$ cat src/rtl/decode_branch_unit.sv
// decode_branch_unit: decode stage at the consumer end of the fetch interface.
// Resolves control flow (JMP/BZ/CALL/RET/HALT) locally against a small return
// stack and hands ALU ops to execute over a registered valid/ready handshake.
// Fetch cannot be stalled directly, so back-pressure is applied by redirecting
// fetch to the pc it just presented (replay).
module decode_branch_unit #(
  parameter int ADDR_WIDTH  = 8,
  parameter int DATA_WIDTH  = 16,
  parameter int STACK_DEPTH = 4   // power of two, >= 2
) (
  input  logic                  clk,
  input  logic                  reset,
  input  logic [ADDR_WIDTH-1:0] pc_in,
  input  logic [DATA_WIDTH-1:0] instr_in,
  input  logic                  flag_z,
  output logic                  branch_en,
  output logic [ADDR_WIDTH-1:0] branch_addr,
  output logic                  dec_valid,
  input  logic                  ex_ready,
  output logic [2:0]            dec_op,
  output logic [3:0]            dec_rd,
  output logic [7:0]            dec_imm,
  output logic [ADDR_WIDTH-1:0] dec_pc,
  output logic                  halted,
  output logic                  err_ovf,
  output logic                  err_unf,
  output logic                  err_ill
);

  localparam int IDX_W = $clog2(STACK_DEPTH);
  localparam int SP_W  = IDX_W + 1;

  typedef enum logic {RUN = 1'b0, HALT = 1'b1} state_t;

  state_t                state;
  logic [SP_W-1:0]       sp;
  logic [ADDR_WIDTH-1:0] stack [STACK_DEPTH];

  logic [3:0]            opc;
  logic [ADDR_WIDTH-1:0] target;
  logic [ADDR_WIDTH-1:0] ret_addr;
  logic [IDX_W-1:0]      push_idx;
  logic [IDX_W-1:0]      top_idx;
  logic                  stall;
  logic                  is_alu;
  logic                  full;
  logic                  empty;
  logic                  push;

  assign opc      = instr_in[15:12];
  assign target   = ADDR_WIDTH'(instr_in[7:0]);
  assign ret_addr = pc_in + 1'b1;              // wraps at 2^ADDR_WIDTH
  assign stall    = dec_valid && !ex_ready;
  assign is_alu   = (opc != 4'h0) && !opc[3];
  // sp counts 0..STACK_DEPTH, so its MSB alone marks a full stack
  assign full     = sp[SP_W-1];
  assign empty    = (sp == '0);
  assign push_idx = sp[IDX_W-1:0];
  assign top_idx  = IDX_W'(sp - 1'b1);
  assign push     = (state == RUN) && !stall && (opc == 4'hA) && !full;
  assign halted   = (state == HALT);

  // Redirect decision: reset, halt/stall replay, then per-opcode control flow
  always_comb begin
    branch_en   = 1'b0;
    branch_addr = pc_in;
    if (!reset) begin
      branch_en = 1'b0;
    end else if (state == HALT || stall) begin
      branch_en = 1'b1;
    end else begin
      unique case (opc)
        4'h8: begin branch_en = 1'b1;   branch_addr = target; end
        4'h9: begin branch_en = flag_z; branch_addr = target; end
        4'hA: begin branch_en = !full;  branch_addr = target; end
        4'hB: begin branch_en = !empty; branch_addr = stack[top_idx]; end
        4'hF: branch_en = 1'b1;
        default: ;
      endcase
    end
  end

  // Return stack storage; contents need no reset since sp gates every read
  always_ff @(posedge clk) begin
    if (push) stack[push_idx] <= ret_addr;
  end

  // State, stack pointer, decode output registers and sticky error flags
  always_ff @(posedge clk or negedge reset) begin
    if (!reset) begin
      state     <= RUN;
      sp        <= '0;
      dec_valid <= 1'b0;
      dec_op    <= '0;
      dec_rd    <= '0;
      dec_imm   <= '0;
      dec_pc    <= '0;
      err_ovf   <= 1'b0;
      err_unf   <= 1'b0;
      err_ill   <= 1'b0;
    end else if (state == HALT) begin
      // frozen, but an op already handed to execute may still be accepted
      if (ex_ready) dec_valid <= 1'b0;
    end else if (!stall) begin
      dec_valid <= is_alu;
      if (is_alu) begin
        dec_op  <= instr_in[14:12];
        dec_rd  <= instr_in[11:8];
        dec_imm <= instr_in[7:0];
        dec_pc  <= pc_in;
      end
      unique case (opc)
        4'hA: if (full) err_ovf <= 1'b1;
              else      sp <= sp + 1'b1;
        4'hB: if (empty) err_unf <= 1'b1;
              else       sp <= sp - 1'b1;
        4'hC, 4'hD, 4'hE: err_ill <= 1'b1;
        4'hF: state <= HALT;
        default: ;
      endcase
    end
  end

endmodule

$ cat config.mk
export PLATFORM = sky130hd
export DESIGN_NAME = decode_branch_unit
export DESIGN_NICKNAME = d
export VERILOG_FILES = /design/src/rtl/decode_branch_unit.sv
export SDC_FILE = /design/constraint.sdc
export NUM_CORES = 1
export LEC_CHECK = 0
export BUFFER_PORTS_ARGS = -buffer_cell sky130_fd_sc_hd__buf_2
export CORE_MARGIN = 10
export CORE_UTILIZATION = 60
export CTS_BUF_LIST = sky130_fd_sc_hd__clkbuf_4
export DETAILED_ROUTE_END_ITERATION = 7
export PLACE_DENSITY = 0.95
export SLEW_MARGIN = 10
export SYNTH_ARGS = -nofsm -noshare
export SYNTH_HDL_FRONTEND = slang
export SYNTH_SLANG_ARGS = --single-unit
$ cat constraint.sdc
create_clock -name clk -period 4.09 [get_ports clk]
set_input_delay 0.2045 -clock clk [delete_from_list [all_inputs] [get_ports clk]]
set_output_delay 0.2045 -clock clk [all_outputs]
set_load 0.005 [all_outputs]
# [Word level (Yosys, flattened, before mapping)]
# Memories as Yosys holds them, arrays and structs flattened.
# Cells that the tools add are included.
[word_totals] mem_bits_rw=32 ff_bits=31 elab_cells=70 mem_count=1
[op_classes] mux=17 eq_ne=12 add_sub_neg=3 bitwise_logic=2 reduce_logical=24
[memory_table] name="stack" words=4 width=8 rd=1 rd_clocked_by_memory_dff=0 wr=1 line_no="37" text="logic [ADDR_WIDTH-1:0] stack [STACK_DEPTH];"
[ops] cell="$eq 4x4->1 const B" count=8
[ops] cell="$mux 8" count=2
[ops] cell="$pmux 8 s2" count=1
[ops] cell="$reduce_and 4->1" count=3
[ops] cell="$mux 1" count=10
[ops] cell="$add 8x1->8 const B" count=1
[ops] cell="$ne 2x2->1 const B" count=4
[ops] cell="$mux 3" count=2
[ops] cell="$pmux 3 s2" count=1
[ops] cell="$reduce_and 3->1" count=2
[ops] cell="$reduce_or 3->1" count=2
[ops] cell="$logic_and 1x1->1" count=5
[ops] cell="$logic_not 1->1" count=5
[ops] cell="$reduce_and 5->1" count=1
[ops] cell="$pmux 1 s4" count=1
[ops] cell="$reduce_bool 4->1" count=1
[ops] cell="$add 3x1->3 const B" count=1
[ops] cell="$logic_not 3->1" count=1
[ops] cell="$sub 3x1->3 const B" count=1
[ops] cell="$not 1->1" count=2
[ops] cell="$reduce_and 2->1" count=1
[ops] cell="$reduce_bool 2->1" count=1
[ops] cell="$reduce_or 2->1" count=1
[ops] cell="$logic_or 1x1->1" count=1

# [Logic depth before layout (Yosys ltp)]
[depth] word_depth=8 mapped_depth=7 ltp_nobuf=6

# [Worst setup path before layout]
# Ideal clock, no wire load.
[synth_path] path_kind="reg-to-output" startpoint="reg sp[0]" endpoint="out branch_addr[0]" slack_ns=2.128 t_arrival_ns=1.758 path_stages_with_launch=8 required_ns=3.885 n_path_buf=2 path_cell_list="dfrtp_1 -> buf_4 -> inv_1 -> ha_1 -> clkbuf_1 -> mux4_2 -> nand2_1 -> a31oi_1"
[synth_via] elab_chain_len=5
[synth_lines] element="start, declared" line_no="36" text="logic [SP_W-1:0] sp;"
[synth_lines] element="start signal, assigned" line_no="114" text="else sp <= sp + 1'b1;"
[synth_lines] element="start signal, assigned" line_no="116" text="else sp <= sp - 1'b1;"
[synth_lines] element="$sub 3x1->3"
[synth_lines] element="$mem_v2 4x8"
[synth_lines] element="$pmux 8 s2" line_no="72" text="unique case (opc)"
[synth_lines] element="$mux 8" line_no="69" text="end else if (state == HALT || stall) begin"
[synth_lines] element="$mux 8" line_no="67" text="if (!reset) begin"
[synth_lines] element="end, declared" line_no="17" text="output logic [ADDR_WIDTH-1:0] branch_addr,"
# No other way between the ends.

# [Final worst setup path]
[layout_path] startpoint="reg sp[0]" endpoint="out branch_addr[7]"
# Same word-level chain as after synthesis.

==> flow_summary.json <==
{
  "outcome": "completed",
  "antenna_cells": 0,
  "overflow": 0,
  "synth_nets": 235,
  "synthAdderAreaFrac_pct": 2.59,
  "grt_pass1_wl_um": 9730,
  "fin_crit_ns": 2.89,
  "worstSetupPathType": "flip-flop to output port",
  "rows": 25,
  "max_freq_mhz": 346,
  "io_buffer_count": 64,
  "fillers": 316,
  "grt_antenna_before_repair": 0,
  "grt_max_degree": 34,
  "dpl.hpwl_um": 4740,
  "fin_crit_sh_pct": 70.6,
  "grtUsageTotal_pct": 16.2,
  "maxCapViolations": 0,
  "fin_cells": 327,
  "num_vias": 1963,
  "rsz0062_at_grt": "false",
  "core_area_mm2": 0.00469,
  "synthMuxAreaShare_pct": 16.5,
  "start_util_pct": 61.8,
  "vdd_ir_drop_max_mv": 0.310,
  "r2r-end": "sp[1]$_DFFE_PN0P_",
  "ys_ff_latch": 63,
  "hold_violations": 0,
  "endpoint_kind": "output port",
  "fin_skew_ns": 0.0170,
  "cts_tree": "done",
  "cts_resized": 0,
  "ys.flop_type": "edfxtp_1",
  "worst_pin_slew_ns": 1.09,
  "clkTransAtPathRegs_ns": 0.10,
  "ctsRootBufferMaster": "clkbuf_4",
  "drive_gt1_share_pct": 38.5,
  "h-tree-depth": 3,
  "synthCells": 201,
  "first_iter_violations": 190,
  "start_kind": "flip-flop",
  "multi_input_area_mm2": 0.00106,
  "whs_endpoint": "dec_rd[3]$_DFFE_PN0P_",
  "synth_top_family_by_area": "multiplexers",
  "syn_area_mm2": 0.00290,
  "timing.rr.start": "sp[0]$_DFFE_PN0P_",
  "fin_nets": 302,
  "worst_r2r_path_depth": 5,
  "area_growth_pct": 15.1,
  "min_from": "instr_in[11]",
  "finalSetupViolations": 0,
  "numCtsBuffers": 9,
  "synth_xor_xnor_area_share_pct": 1.81,
  "chipWidth_um": 89.5,
  "crit_fanout": 13,
  "drv_slew": 0,
  "relSlewSlack_pct": 27.3,
  "ys_async_sr_fraction_pct": 49.2,
  "power.density_mw_per_mm2": 544,
  "routedWlPerCell_um": 19.4,
  "hold_path.class": "input port to flip-flop",
  "synth_compound_area_share_pct": 5.09,
  "drtPass1Iterations": 4,
  "syn_avg_cell_area_um2": 14.4,
  "yosys.area_share.simple_pct": 10.4,
  "cp.required_ns": 3.89,
  "wirelength_um": 6350,
  "grt_pass1_vias": 1967,
  "synth_cell_types": 42,
  "fp.dieH_um": 89.5,
  "route.detailed.drc": 0,
  "yosysSeqAreaShare_pct": 59.9,
  "ff2ff_setup_slack_ns": 1.91,
  "antenna_left": 0,
  "cts_setup_buffers": 0,
  "gp_congestion": 0.810,
  "viasPerCell": 6.00,
  "dp.cells": 310,
  "hold_depth": 2,
  "hold_buffers": 1,
  "synth_warnings": 0,
  "cts_max_path_buffers": 2,
  "arrival_ns": 2.68,
  "leakagePower_nw": 1.39,
  "clock-sinks": 63,
  "clkLatencyLatePin_ns": 0.40,
  "die_area_mm2": 0.00801,
  "synth-edff-count": 32,
  "regArea_mm2": 0.00174,
  "io_pins": 65,
  "tns_ns": 0
}
## per-layer routing
metal	global-route usage, %	vias to the layer above	wire length [um]
met2	25.7	113	3090
met3	5.38	9	624
li1	-	873	-
met5	0	-	0
met1	19.6	968	2530
met4	7.08	0	107
## where the power goes
part,switching (mW),internal (mW)
Clock,0.207,0.157
Combinational,0.248,0.306
Sequential,0.0958,0.802
## stage by stage
| stage | total power, mW | setup slack (ns) | cell area, um^2 | hold WS (ns) | util [%] |
|---|---|---|---|---|---|
| final | 1.82 | 1.20 | 3340 | 0.0190 | 71.1 |
| after global routing | 1.93 | 1.01 | 3340 | 0.0190 | 71.1 |
| after CTS | 1.84 | 1.16 | 3340 | 0.00936 | 71.1 |
| after detailed placement | 1.47 | 1.61 | 3210 | 0.291 | 68.5 |
| after global placement | 1.44 | 1.75 | 3210 | 0.296 | 68.5 |
| after floorplan | 1.24 | 2.13 | 2900 | -0.0911 | - |
## layout by cell type, fill, tap and decap left out, types with 3 or more instances in the layout
master     n
a21oi_1    4
a31oi_1    9
and2_1     4
buf_2     64
clkbuf_4  14
dfrtp_1   31
edfxtp_1  32
ha_1       6
inv_1      6
mux2_1    18
mux2_2     5
mux4_2     8
nand2_1   19
nand3_1    3
nor2_1    11
o21ai_0    3
o31ai_1    3
xnor2_1    4
## flip-flops by register name (all words and copies together), names as in the netlist
name / flops
dec_pc: 8
dec_valid: 1
dec_rd: 4
dec_op: 3
err_unf: 1
sp: 3
halted: 1
err_ill: 1
err_ovf: 1
dec_imm: 8
stack: 32
## how the worst max path moves through the flow
| stage | from | slack [ns] | to | cells after the start |
|---|---|---|---|---|
| 2_1_floorplan | sp[0]$_DFFE_PN0P_ | 2.13 | branch_addr[0] | 7 |
| 3_3_place_gp | sp[0]$_DFFE_PN0P_ | 1.75 | branch_addr[1] | 6 |
| 3_5_place_dp | sp[0]$_DFFE_PN0P_ | 1.61 | branch_addr[7] | 6 |
| 4_1_cts | sp[0]$_DFFE_PN0P_ | 1.16 | branch_addr[7] | 6 |
| 5_1_grt | sp[0]$_DFFE_PN0P_ | 1.01 | branch_addr[7] | 6 |
| 6_report | sp[0]$_DFFE_PN0P_ | 1.20 | branch_addr[7] | 6 |
## synth_stat cells, types with 2 or more instances
master / count / area share (%)
mux4_2: 8 / 6.2
nor3_1: 2 / 0.35
buf_2: 3 / 0.52
a21oi_1: 4 / 0.69
xnor2_1: 4 / 1.2
xor2_1: 2 / 0.60
and2_1: 4 / 0.86
edfxtp_1: 32 / 33
mux2_4: 2 / 1.0
mux2_2: 5 / 1.9
buf_4: 2 / 0.52
mux2_1: 18 / 7.0
dfrtp_1: 31 / 27
inv_1: 6 / 0.78
ha_1: 6 / 2.6
nand2b_2: 2 / 0.60
o31ai_1: 3 / 0.78
nand3_1: 3 / 0.52
nor2_1: 11 / 1.4
nand2_1: 19 / 2.5
a31oi_1: 9 / 1.9
buf_6: 3 / 1.2
o21ai_0: 3 / 0.52
## final cells by class
| class | count | area share (%) |
|---|---|---|
| flip-flops and latches | 63 | 52.1 |
| multi-input cells | 122 | 31.7 |
| repair buffers | 66 | 10.1 |
| clock inverters | 2 | 0.263 |
| inverters | 6 | 0.675 |
| clock buffers | 14 | 3.15 |
| well taps | 54 | 2.03 |
## cells by family after synthesis
family / after synthesis
flops: 63
buf+inv: 16
mux: 34
simple gates: 53
fa+ha+maj: 6
compound gates: 23
xor+xnor: 6
## critical path, stage by stage (launching register included)
cell     delay, ns
dfrtp_1       0.78
inv_1         0.19
ha_1          0.59
mux4_2        0.38
nand2_1       0.09
a31oi_1       0.10
buf_2         0.15
Note: power is estimated with default switching activity, not from simulation.
